**src/rtl/toy_bpu_ghr_ckpt_if.sv**
```systemverilog
// ---------------------------------------------------------------------------
// toy_bpu_ghr_ckpt_if
// Bundles the prediction, commit, redirect and flush channels of the global
// history checkpoint block together with its status outputs.
//   master : branch predictor / back end side (drives requests)
//   slave  : toy_bpu_ghr_ckpt (drives pred_rdy, pred_ckpt_id, bpu_ghr,
//            ckpt_cnt, cmt_ghr)
// ---------------------------------------------------------------------------
interface toy_bpu_ghr_ckpt_if #(
    parameter int GHR_LENGTH = 64,
    parameter int PRED_WIDTH = 2,
    parameter int CKPT_DEPTH = 16
);
    localparam int CKPT_IDX_W = $clog2(CKPT_DEPTH);
    localparam int CNT_W      = $clog2(PRED_WIDTH + 1);

    // prediction block
    logic                  pred_vld;
    logic [CNT_W-1:0]      pred_cnt;
    logic [PRED_WIDTH-1:0] pred_hist;
    logic                  pred_rdy;
    logic [CKPT_IDX_W-1:0] pred_ckpt_id;
    logic [GHR_LENGTH-1:0] bpu_ghr;

    // retire oldest checkpoint
    logic                  cmt_vld;
    logic [CNT_W-1:0]      cmt_cnt;
    logic [PRED_WIDTH-1:0] cmt_hist;

    // mispredict redirect
    logic                  rdr_vld;
    logic [CKPT_IDX_W-1:0] rdr_ckpt_id;
    logic [CNT_W-1:0]      rdr_cnt;
    logic [PRED_WIDTH-1:0] rdr_hist;

    // full flush
    logic                  flush_vld;

    // status
    logic [CKPT_IDX_W:0]   ckpt_cnt;
    logic [GHR_LENGTH-1:0] cmt_ghr;

    modport master (
        output pred_vld, pred_cnt, pred_hist,
        output cmt_vld, cmt_cnt, cmt_hist,
        output rdr_vld, rdr_ckpt_id, rdr_cnt, rdr_hist,
        output flush_vld,
        input  pred_rdy, pred_ckpt_id, bpu_ghr, ckpt_cnt, cmt_ghr
    );

    modport slave (
        input  pred_vld, pred_cnt, pred_hist,
        input  cmt_vld, cmt_cnt, cmt_hist,
        input  rdr_vld, rdr_ckpt_id, rdr_cnt, rdr_hist,
        input  flush_vld,
        output pred_rdy, pred_ckpt_id, bpu_ghr, ckpt_cnt, cmt_ghr
    );
endinterface

```
**src/rtl/toy_bpu_ghr_ckpt.sv**
```systemverilog
// ---------------------------------------------------------------------------
// toy_bpu_ghr_ckpt
// Speculative global history register (GHR) with a circular checkpoint
// buffer. Every accepted prediction block saves the pre-update history in a
// checkpoint entry and shifts its predicted outcomes into bpu_ghr. A
// redirect rebuilds bpu_ghr from the saved checkpoint plus the corrected
// outcomes and frees every younger entry. Commits retire the oldest entry
// and advance the architectural history cmt_ghr; a flush copies cmt_ghr
// back into bpu_ghr and empties the buffer.
//
// Ports
//   clk  : clock, all state on rising edge
//   rst  : synchronous active-high reset
//   bus  : toy_bpu_ghr_ckpt_if.slave
//          in  pred_vld/pred_cnt/pred_hist, cmt_vld/cmt_cnt/cmt_hist,
//              rdr_vld/rdr_ckpt_id/rdr_cnt/rdr_hist, flush_vld
//          out pred_rdy, pred_ckpt_id, bpu_ghr, ckpt_cnt, cmt_ghr
// All outputs are functions of registered state only.
// ---------------------------------------------------------------------------
module toy_bpu_ghr_ckpt #(
    parameter int GHR_LENGTH = 64,
    parameter int PRED_WIDTH = 2,
    parameter int CKPT_DEPTH = 16
) (
    input logic               clk,
    input logic               rst,
    toy_bpu_ghr_ckpt_if.slave bus
);
    localparam int CKPT_IDX_W = $clog2(CKPT_DEPTH);
    localparam int CNT_W      = $clog2(PRED_WIDTH + 1);
    localparam int PTR_W      = CKPT_IDX_W + 1;

    // h << n with the n outcomes appended; x[0] is oldest so it ends up
    // highest of the inserted bits and x[n-1] lands in bit0. Counts above
    // PRED_WIDTH saturate.
    function automatic logic [GHR_LENGTH-1:0] ghr_shift(
        input logic [GHR_LENGTH-1:0] h,
        input logic [CNT_W-1:0]      n,
        input logic [PRED_WIDTH-1:0] x
    );
        logic [GHR_LENGTH-1:0] r;
        r = h;
        for (int i = 0; i < PRED_WIDTH; i++) begin
            if (i < int'(n))
                r = {r[GHR_LENGTH-2:0], x[i]};
        end
        return r;
    endfunction

    // ------------------------------------------------------------------
    // State
    // ------------------------------------------------------------------
    logic [GHR_LENGTH-1:0] bpu_ghr_q;
    logic [GHR_LENGTH-1:0] cmt_ghr_q;
    logic [PTR_W-1:0]      rd_ptr;
    logic [PTR_W-1:0]      wr_ptr;
    logic [GHR_LENGTH-1:0] ckpt_mem [CKPT_DEPTH];

    // ------------------------------------------------------------------
    // Occupancy and status
    // ------------------------------------------------------------------
    logic [PTR_W-1:0]      occ;
    logic                  full;
    logic                  empty;
    logic [CKPT_IDX_W-1:0] rd_idx;
    logic [CKPT_IDX_W-1:0] wr_idx;

    // The wrap bit makes wr - rd the true occupancy, including full.
    assign occ    = wr_ptr - rd_ptr;
    assign full   = (occ == PTR_W'(CKPT_DEPTH));
    assign empty  = (occ == '0);
    assign rd_idx = rd_ptr[CKPT_IDX_W-1:0];
    assign wr_idx = wr_ptr[CKPT_IDX_W-1:0];

    assign bus.pred_rdy     = ~full;
    assign bus.pred_ckpt_id = wr_idx;
    assign bus.bpu_ghr      = bpu_ghr_q;
    assign bus.cmt_ghr      = cmt_ghr_q;
    assign bus.ckpt_cnt     = occ;

    // ------------------------------------------------------------------
    // Event decode; flush > redirect > prediction, commit runs alongside
    // anything but a flush.
    // ------------------------------------------------------------------
    logic                  pred_acc;
    logic                  cmt_ok;
    logic                  rdr_ok;
    logic [CKPT_IDX_W-1:0] rdr_off;
    logic [PTR_W-1:0]      rdr_wr;

    // A redirect on any id blocks the prediction in the same cycle, even
    // if the id turns out to be stale; upstream re-issues anyway.
    assign pred_acc = bus.pred_vld & ~full & ~bus.rdr_vld & ~bus.flush_vld;
    assign cmt_ok   = bus.cmt_vld & ~bus.flush_vld & ~empty;

    // Age of the redirected entry relative to the oldest one; it is live
    // only if that age is below the current occupancy. Uses the pre-commit
    // read pointer, so redirecting the entry being retired is fine.
    assign rdr_off  = bus.rdr_ckpt_id - rd_idx;
    assign rdr_ok   = bus.rdr_vld & ~bus.flush_vld &
                      ({1'b0, rdr_off} < occ);
    // Keep the redirected entry, drop everything younger.
    assign rdr_wr   = rd_ptr + {1'b0, rdr_off} + PTR_W'(1);

    logic [GHR_LENGTH-1:0] pred_ghr_nxt;
    logic [GHR_LENGTH-1:0] rdr_ghr_nxt;
    logic [GHR_LENGTH-1:0] cmt_ghr_nxt;

    assign pred_ghr_nxt = ghr_shift(bpu_ghr_q, bus.pred_cnt, bus.pred_hist);
    assign rdr_ghr_nxt  = ghr_shift(ckpt_mem[bus.rdr_ckpt_id], bus.rdr_cnt,
                                    bus.rdr_hist);
    assign cmt_ghr_nxt  = ghr_shift(cmt_ghr_q, bus.cmt_cnt, bus.cmt_hist);

    // ------------------------------------------------------------------
    // History registers and pointers
    // ------------------------------------------------------------------
    always_ff @(posedge clk) begin
        if (rst) begin
            bpu_ghr_q <= '0;
            cmt_ghr_q <= '0;
            rd_ptr    <= '0;
            wr_ptr    <= '0;
        end else if (bus.flush_vld) begin
            // Back to architectural history; everything in flight dies.
            bpu_ghr_q <= cmt_ghr_q;
            rd_ptr    <= wr_ptr;
        end else begin
            if (bus.rdr_vld) begin
                if (rdr_ok) begin
                    bpu_ghr_q <= rdr_ghr_nxt;
                    wr_ptr    <= rdr_wr;
                end
            end else if (pred_acc) begin
                bpu_ghr_q <= pred_ghr_nxt;
                wr_ptr    <= wr_ptr + PTR_W'(1);
            end

            if (cmt_ok) begin
                rd_ptr    <= rd_ptr + PTR_W'(1);
                cmt_ghr_q <= cmt_ghr_nxt;
            end
        end
    end

    // Checkpoint storage holds the history seen before each block; it is
    // never reset since only entries between rd and wr are ever read.
    always_ff @(posedge clk) begin
        if (!rst && pred_acc)
            ckpt_mem[wr_idx] <= bpu_ghr_q;
    end

    // ------------------------------------------------------------------
    // Protocol checks (ignored by synthesis)
    // ------------------------------------------------------------------
    always_ff @(posedge clk) begin
        if (!rst) begin
            assert (!(bus.cmt_vld && !bus.flush_vld && empty))
                else $warning("cmt_vld ignored: checkpoint buffer empty");
            assert (!(bus.rdr_vld && !bus.flush_vld && !rdr_ok))
                else $warning("rdr_vld ignored: id %0d not allocated",
                              bus.rdr_ckpt_id);
        end
    end

endmodule

```
**src/flat_wrapper.sv**
```systemverilog
// flat-port wrapper written by rule: the top's interface ports become plain ports
module toy_bpu_ghr_ckpt_flat 
#(
    parameter int GHR_LENGTH = 64,
    parameter int PRED_WIDTH = 2,
    parameter int CKPT_DEPTH = 16
)
  (clk, rst, bus_pred_vld, bus_pred_cnt, bus_pred_hist, bus_cmt_vld, bus_cmt_cnt, bus_cmt_hist, bus_rdr_vld, bus_rdr_ckpt_id, bus_rdr_cnt, bus_rdr_hist, bus_flush_vld, bus_pred_rdy, bus_pred_ckpt_id, bus_bpu_ghr, bus_ckpt_cnt, bus_cmt_ghr);
  toy_bpu_ghr_ckpt_if #(.GHR_LENGTH(GHR_LENGTH), .PRED_WIDTH(PRED_WIDTH), .CKPT_DEPTH(CKPT_DEPTH)) bus_i ();
  input logic clk;
  input logic rst;
  input wire logic [$bits(bus_i.pred_vld)-1:0] bus_pred_vld;
  input wire logic [$bits(bus_i.pred_cnt)-1:0] bus_pred_cnt;
  input wire logic [$bits(bus_i.pred_hist)-1:0] bus_pred_hist;
  input wire logic [$bits(bus_i.cmt_vld)-1:0] bus_cmt_vld;
  input wire logic [$bits(bus_i.cmt_cnt)-1:0] bus_cmt_cnt;
  input wire logic [$bits(bus_i.cmt_hist)-1:0] bus_cmt_hist;
  input wire logic [$bits(bus_i.rdr_vld)-1:0] bus_rdr_vld;
  input wire logic [$bits(bus_i.rdr_ckpt_id)-1:0] bus_rdr_ckpt_id;
  input wire logic [$bits(bus_i.rdr_cnt)-1:0] bus_rdr_cnt;
  input wire logic [$bits(bus_i.rdr_hist)-1:0] bus_rdr_hist;
  input wire logic [$bits(bus_i.flush_vld)-1:0] bus_flush_vld;
  output wire logic [$bits(bus_i.pred_rdy)-1:0] bus_pred_rdy;
  output wire logic [$bits(bus_i.pred_ckpt_id)-1:0] bus_pred_ckpt_id;
  output wire logic [$bits(bus_i.bpu_ghr)-1:0] bus_bpu_ghr;
  output wire logic [$bits(bus_i.ckpt_cnt)-1:0] bus_ckpt_cnt;
  output wire logic [$bits(bus_i.cmt_ghr)-1:0] bus_cmt_ghr;
  assign bus_i.pred_vld = bus_pred_vld;
  assign bus_i.pred_cnt = bus_pred_cnt;
  assign bus_i.pred_hist = bus_pred_hist;
  assign bus_i.cmt_vld = bus_cmt_vld;
  assign bus_i.cmt_cnt = bus_cmt_cnt;
  assign bus_i.cmt_hist = bus_cmt_hist;
  assign bus_i.rdr_vld = bus_rdr_vld;
  assign bus_i.rdr_ckpt_id = bus_rdr_ckpt_id;
  assign bus_i.rdr_cnt = bus_rdr_cnt;
  assign bus_i.rdr_hist = bus_rdr_hist;
  assign bus_i.flush_vld = bus_flush_vld;
  assign bus_pred_rdy = bus_i.pred_rdy;
  assign bus_pred_ckpt_id = bus_i.pred_ckpt_id;
  assign bus_bpu_ghr = bus_i.bpu_ghr;
  assign bus_ckpt_cnt = bus_i.ckpt_cnt;
  assign bus_cmt_ghr = bus_i.cmt_ghr;
  toy_bpu_ghr_ckpt #(.GHR_LENGTH(GHR_LENGTH), .PRED_WIDTH(PRED_WIDTH), .CKPT_DEPTH(CKPT_DEPTH)) u_core (.clk(clk), .rst(rst), .bus(bus_i));
endmodule
```
**config.mk**
```make
export PLATFORM = sky130hd
export DESIGN_NAME = toy_bpu_ghr_ckpt_flat
export DESIGN_NICKNAME = d
export VERILOG_FILES = /design/src/rtl/toy_bpu_ghr_ckpt_if.sv /design/src/rtl/toy_bpu_ghr_ckpt.sv /design/src/flat_wrapper.sv
export SDC_FILE = /design/constraint.sdc
export NUM_CORES = 1
export LEC_CHECK = 0
export ABC_AREA = 1
export CAP_MARGIN = 20
export CELL_PAD_IN_SITES_DETAIL_PLACEMENT = 0
export CELL_PAD_IN_SITES_GLOBAL_PLACEMENT = 2
export CORE_ASPECT_RATIO = 0.6
export CORE_MARGIN = 4
export CORE_UTILIZATION = 40
export CTS_CLUSTER_DIAMETER = 50
export DETAILED_ROUTE_END_ITERATION = 10
export GPL_ROUTABILITY_DRIVEN = 1
export HOLD_SLACK_MARGIN = 0.1
export PLACE_DENSITY = 0.87
export SLEW_MARGIN = 20
export SYNTH_ARGS = -nofsm -noshare
export SYNTH_HDL_FRONTEND = slang
export SYNTH_SLANG_ARGS = --single-unit
```
**constraint.sdc**
```tcl
create_clock -name clk -period 10.1 [get_ports clk]
set_input_delay 3.03 -clock clk [delete_from_list [all_inputs] [get_ports clk]]
set_output_delay 3.03 -clock clk [all_outputs]
set_load 0.01 [all_outputs]
```
==> results.py, run 1 <==
metrics = {
    "status": {
        "status": "finished, final reports clean",
    },
    "worst_setup_path": {
        "path_cells": "buf_8, inv_8, ha_1, inv_1, fa_1, ha_1, o21ai_0, nand2_1, nand2_1, nand2_1, nand2_1, nand2_1, nand3_1, nand2_4, buf_4, nand2_1, nand2_1, a21oi_1",
        "ff2ff_path_depth": 12,
        "worstPathArrival_ns": 7.50,
        "r2r_slack_ns": 5.45,
        "path_max_fanout": 109,
        "crit_path_end_kind": "register",
        "crit_type": "input pin to register",
        "cp_num_buf_inv": 4,
        "crit_slowest_cell": "nand2_4",
        "slowest_delay_ns": 0.76,
        "path_delay_family": "simple AND/OR/NAND/NOR gates",
        "r2r-end": "u_core.ckpt_mem[5][13]",
        "worst-path-stages": 18,
        "critPathLaunchType": "input pin",
        "cp_common_cell": "nand2_1",
        "required_ns": 10.72,
        "r2r_start": "u_core.wr_ptr[0]",
    },
    "placed_design": {
        "port_buffers": 159,
        "hpwl_mm": 93.26,
        "dp_cells": 6862,
        "dpl_worst_slack_ns": 2.593,
        "finalWeightedCongestion": 0.8272,
    },
    "floorplan": {
        "die-area_mm2": 0.1350,
        "ios": 160,
        "initial_core_util_pct": 40.55,
        "fp-row-count": 101,
        "coreArea_mm2": 0.1273,
        "dieWidth_um": 471.7,
        "die_h_um": 286.2,
    },
    "synthesis": {
        "synth-main-ff-cell": "edfxtp_1",
        "synth_area_leaders": "edfxtp_1, nand2_1, dfxtp_1",
        "synth_edf_count": 1024,
        "synth-simple-area-share_pct": 19.75,
        "ys_ff_latch": 1162,
        "synth_adder_area_share_pct": 0.5770,
        "synth_area_leader_cell": "edfxtp_1",
        "syn_avg_cell_area_um2": 9.850,
        "synth_xor_area_share_pct": 0.1188,
        "netlist_area_mm2": 0.05161,
        "synth_top_family_by_area": "simple AND/OR/NAND/NOR gates",
        "synth_warnings": 0,
        "seq_area_frac_synth_pct": 64.94,
        "synthesis.nets": 5283,
        "synth_compound_area_share_pct": 8.908,
        "synthArstFlopShare_pct": 0,
        "synth_top_area_share_pct": 59.59,
        "synthCells": 5239,
        "synth.area.mux_share_pct": 0,
        "ys_types": 38,
    },
    "sta": {
        "hold_viol": 0,
        "slew_viol_final": 0,
        "setup_viol": 0,
        "layout_min_cycle_time_ns": 6.885,
        "worstMarginPinSlew_ns": 1.170,
        "max_freq_mhz": 145.3,
        "worst_slack_ns": 3.215,
        "fin_tns_setup_ns": 0,
        "slew_headroom_pct": 21.79,
        "rsz0062_at_grt": "no",
        "fin_crit_sh_pct": 68.16,
        "fin_skew_ns": 0.02818,
    },
    "min_path": {
        "hold_depth": 2,
        "hp-class": "register to register",
        "hold_path_end": "u_core.bus.cmt_ghr[63]",
        "min_from": "u_core.bus.cmt_ghr[63]",
    },
    "global_route": {
        "grt_pass1_vias": 35280,
        "grt_max_degree": 182,
        "antenna_found_initial": 4,
        "grtUsageTotal_pct": 24.06,
        "grt_pass1_wl_mm": 243.9,
        "overflow": 0,
    },
    "routing": {
        "vias": 38240,
        "wirelength_mm": 166.2,
        "wl_per_cell_um": 23.50,
        "drcViolationCount": 0,
        "vias_per_cell": 5.409,
        "first_iter_violations": 4512,
        "ant_nets": 0,
        "firstDrtPassIters": 6,
    },
    "cells_and_area": {
        "drive_gt1_share_pct": 5.943,
        "syn_to_final_growth_pct": 13.20,
        "n_fill_cell": 11860,
        "fin_nets": 5318,
        "fin_cells": 7069,
    },
    "clocking": {
        "clk_latency_ns": 0.75,
        "cts_tree": "done",
        "cts_buffers": 109,
        "path_clk_slew_ns": 0.07,
        "cts.sinks": 1162,
        "htree_levels": 3,
        "cts_setup_buffers": 0,
        "cts_buffer_depth": 3,
        "postCtsHoldBufs": 0,
        "cts_resized": 0,
        "cts_root_buf": "clkbuf_16",
    },
    "pwr": {
        "power_leakage_uw": 0.02183,
        "powerDensity_mw_per_mm2": 236.1,
        "peakVddDrop_v": 0.0001742,
        "power_uw": 13790,
    },
    "run": {
        "drv_cap": 0,
    },
}
metrics by stage:
stage          instance area, um^2  utilization [%]  hold slack (ns)
2_1_floorplan                51610                -           0.4805
3_3_place_gp                 54780            43.04           0.4917
3_5_place_dp                 54780            43.04           0.4967
4_1_cts                      58410            45.90           0.5069
5_1_grt                      58420            45.91           0.5254
6_report                     58420            45.91           0.5107
cell usage in the layout, fill, tap and decap left out, types with 125 or more instances in the layout:
| cell | n |
|---|---|
| dfxtp_1 | 138 |
| a21oi_1 | 243 |
| o21ai_0 | 366 |
| nor2_1 | 454 |
| o211ai_1 | 125 |
| inv_1 | 333 |
| edfxtp_1 | 1024 |
| clkdlybuf4s50_1 | 152 |
| nand3_1 | 518 |
| nand2_1 | 1533 |
layout make-up:
type | count | area (um^2) | share of cell area (%)
Sequential cell | 1162 | 33510 | 57.37
Multi-Input combinational cell | 3388 | 15290 | 26.17
Clock buffer | 140 | 2930 | 5.016
Timing Repair Buffer | 266 | 2525 | 4.322
Tap cell | 1699 | 2126 | 3.639
Inverter | 347 | 1329 | 2.275
Clock inverter | 65 | 703.2 | 1.204
Antenna cell | 2 | 5.005 | 0.008567
metal layers:
metal | vias to the layer above | share of wire (%) | GRT usage [%]
li1 | 17910 | - | -
met1 | 18590 | 48 | 37.75
met2 | 1559 | 42 | 34.73
met3 | 182 | 8.5 | 4.430
met4 | 0 | 1.7 | 4.639
met5 | - | 0 | 0
how the worst max path moves through the flow:
stage / start / endpoint / slack, ns
after floorplan: bus_rdr_vld / u_core.ckpt_mem[3][0] / 1.42
after global placement: bus_rdr_ckpt_id[0] / u_core.bus.bpu_ghr[7] / 2.60
after detailed placement: bus_rdr_ckpt_id[0] / u_core.bus.bpu_ghr[57] / 2.59
after CTS: bus_rdr_ckpt_id[0] / u_core.bus.bpu_ghr[57] / 3.39
after global routing: bus_rdr_ckpt_id[0] / u_core.bus.bpu_ghr[3] / 2.95
final: bus_rdr_ckpt_id[0] / u_core.bus.bpu_ghr[57] / 3.22
registers in the layout, indices dropped and copies added, names as in the netlist:
register,count
u_core.bus.bpu_ghr,64
u_core.ckpt_mem,1024
u_core.rd_ptr,5
u_core.wr_ptr,5
u_core.bus.cmt_ghr,64
worst register-to-register path: cells and delay by family, from the launching register on:
family | cells | cell delay (ns)
adders and majority gates | 2 | 0.60
DFF | 1 | 0.40
and+or+nand+nor | 5 | 1.84
xor gates and xnor gates | 1 | 0.27
buffers and inverters | 4 | 1.11
power by group:
part / switching [uW] / internal (uW) / total (uW)
logic: 2090 / 982 / 3070
clock network: 1900 / 2370 / 4270
registers: 458 / 6000 / 6460
total: 4440 / 9350 / 13800
cell usage after synthesis, types with 2 or more instances:
cell type	instances
a211oi_1	15
a21oi_1	243
a221oi_1	3
a22oi_1	2
a31oi_1	4
a32o_1	4
buf_1	29
buf_2	138
buf_4	28
buf_6	11
clkbuf_1	135
dfxtp_1	138
edfxtp_1	1024
fa_1	3
ha_1	19
inv_1	335
inv_2	11
nand2_1	1534
nand2_2	4
nand3_1	518
nor2_1	470
nor3_1	3
o211ai_1	125
o21ai_0	366
o21ai_1	15
o221ai_1	4
o22ai_1	41
or2_2	2
xor2_1	6
logic make-up (layout without fill, tap and decap cells):
| kind of cell | count (synthesis) | after routing |
|---|---|---|
| buffers and inverters | 689 | 818 |
| AOI/OAI and AO/OA | 825 | 825 |
| xor gates and xnor gates | 7 | 7 |
| adders and majority gates | 22 | 22 |
| and+or+nand+nor | 2534 | 2534 |
| DFF | 1162 | 1162 |
| other | 0 | 2 |
(Power assumes the default switching activity.)
==> run 2: changes to the inputs <==
==> constraint.sdc (replaced) <==
create_clock -name clk -period 6.4 [get_ports clk]
set_input_delay 1.92 -clock clk [delete_from_list [all_inputs] [get_ports clk]]
set_output_delay 1.92 -clock clk [all_outputs]
set_load 0.01 [all_outputs]
==> results.py, run 2 (synthesis gave the netlist of run 1 again) <==
metrics = {
    "worst_setup_path": {
        "worstPathArrival_ns": 3.22,
        "crit_start": "u_core.wr_ptr[0]",
        "r2r_start": "u_core.wr_ptr[0]",
        "crit_path_end_kind": "output port",
        "r2r_slack_ns": 2.12,
        "ff2ff_path_depth": 12,
        "path_max_fanout": 7,
        "crit_type": "register to output port",
        "critPathLaunchType": "register",
        "cp-endpoint": "bus_pred_rdy",
        "required_ns": 4.48,
        "r2r-end": "u_core.ckpt_mem[6][12]",
    },
    "global_route": {
        "overflow": 0,
        "grtUsageTotal_pct": 24.24,
        "grt_pass1_vias": 35170,
        "grt_pass1_wl_mm": 245.3,
        "antenna_found_initial": 1,
        "grt_max_degree": 174,
    },
    "sta": {
        "hold_viol": 0,
        "rsz0062_at_grt": "no",
        "slew_headroom_pct": 25.80,
        "fin_hold_ws_ns": 0.5140,
        "layout_min_cycle_time_ns": 5.143,
        "worst_slack_ns": 1.257,
        "fin_skew_ns": 0.03675,
        "fin_crit_sh_pct": 80.35,
        "worstMarginPinSlew_ns": 1.110,
        "slew_viol_final": 0,
        "max_freq_mhz": 194.5,
        "setup_viol": 0,
    },
    "floorplan": {
        "initial_core_util_pct": 40.55,
        "die_h_um": 286.2,
        "dieWidth_um": 471.7,
        "fp-row-count": 101,
        "coreArea_mm2": 0.1273,
        "ios": 160,
        "die-area_mm2": 0.1350,
    },
    "run": {
        "drv_cap": 0,
    },
    "clocking": {
        "clk_latency_ns": 0.74,
        "cts.sinks": 1162,
        "cts_setup_buffers": 0,
        "cts_root_buf": "clkbuf_16",
        "cts_buffer_depth": 3,
        "postCtsHoldBufs": 0,
        "cts_buffers": 106,
        "path_clk_slew_ns": 0.07,
        "cts_tree": "done",
        "cts_resized": 0,
        "htree_levels": 3,
    },
    "routing": {
        "ant_nets": 0,
        "drcViolationCount": 0,
        "first_iter_violations": 4785,
        "vias_per_cell": 5.425,
        "firstDrtPassIters": 6,
        "wirelength_mm": 167.7,
        "wl_per_cell_um": 23.67,
        "vias": 38440,
    },
    "cells_and_area": {
        "final_util_pct": 46.10,
        "fin_nets": 5339,
        "n_fill_cell": 11790,
        "final_common_cell": "nand2_1",
        "syn_to_final_growth_pct": 13.68,
        "n_antenna_cell": 0,
        "top_register": "u_core.ckpt_mem",
        "fin_cells": 7085,
        "mostFrequentLayoutCells": "nand2_1, edfxtp_1, nand3_1, nor2_1, o21ai_0",
        "drive_gt1_share_pct": 6.090,
        "largest_register_ffs": 1024,
    },
    "placed_design": {
        "port_buffers": 159,
        "dp_cells": 6886,
        "hpwl_mm": 97.69,
        "finalWeightedCongestion": 0.8364,
        "dpl_worst_slack_ns": 1.146,
    },
    "min_path": {
        "hp-class": "register to register",
    },
    "status": {
        "status": "finished, final reports clean",
    },
    "pwr": {
        "power_leakage_uw": 0.02192,
        "peakVddDrop_v": 0.0002940,
        "powerDensity_mw_per_mm2": 367.2,
    },
}
run 2: cell types whose count changed in the layout (fill, tap and decap cells not counted), moves of 3 or more:
cell / before / now
clkinv_2: 20 / 16
inv_8: 5 / 2
clkinv_1: 17 / 27
clkinv_8: 5 / 2
buf_12: 11 / 34
bufinv_16: 12 / 8
run 2: worst min-delay path by stage:
stage / start / end / cells after the start
after floorplan: u_core.wr_ptr[4] / u_core.rd_ptr[4] / 2
after global placement: u_core.bus.cmt_ghr[63] / u_core.bus.cmt_ghr[63] / 2
after CTS: u_core.bus.cmt_ghr[63] / u_core.bus.cmt_ghr[63] / 2
final: u_core.bus.cmt_ghr[63] / u_core.bus.cmt_ghr[63] / 2
after global routing: u_core.bus.cmt_ghr[63] / u_core.bus.cmt_ghr[63] / 2
after detailed placement: u_core.bus.cmt_ghr[63] / u_core.bus.cmt_ghr[63] / 2
run 2: power by group:
part,total [uW],switching (uW),internal [uW]
logic,4880,3300,1580
registers,10200,760,9470
clock network,6430,2920,3510
run 2: routing by layer:
layer  vias up  GRT usage [%]  wire [um]
li1      17940              -          -
met1     18800          38.06      79510
met2      1531          34.72      70110
met3       169          4.876      15280
met4         0          4.530       2762
met5         -              0          0
run 2: area by class of cell:
type | count | area (um^2) | area share [%]
clock buffer | 137 | 2883 | 4.914
clock inverter | 62 | 539.3 | 0.9193
inverter | 347 | 1326 | 2.261
multi-input combinational | 3388 | 15290 | 26.06
sequential | 1162 | 33510 | 57.13
tap | 1699 | 2126 | 3.624
timing repair buffer | 290 | 2989 | 5.095
run 2: worst max-delay path, stage by stage, from the launching register on:
cell and delay (ns):
dfxtp_1 0.49, inv_1 0.18, ha_1 0.23, inv_1 0.10
fa_1 0.46, inv_1 0.10, nand2_1 0.05, nor2_1 0.22
nand3_2 0.15, clkdlybuf4s50_1 0.51
run 2: stage by stage:
step / total power, uW / setup TNS (ns) / area [um^2]
after global placement: 15190 / 0 / 55240
after detailed placement: 15220 / 0 / 55240
after floorplan: 12600 / -225.30 / 51610
after CTS: 21600 / 0 / 58660
final: 21540 / 0 / 58660
after global routing: 22460 / 0 / 58660
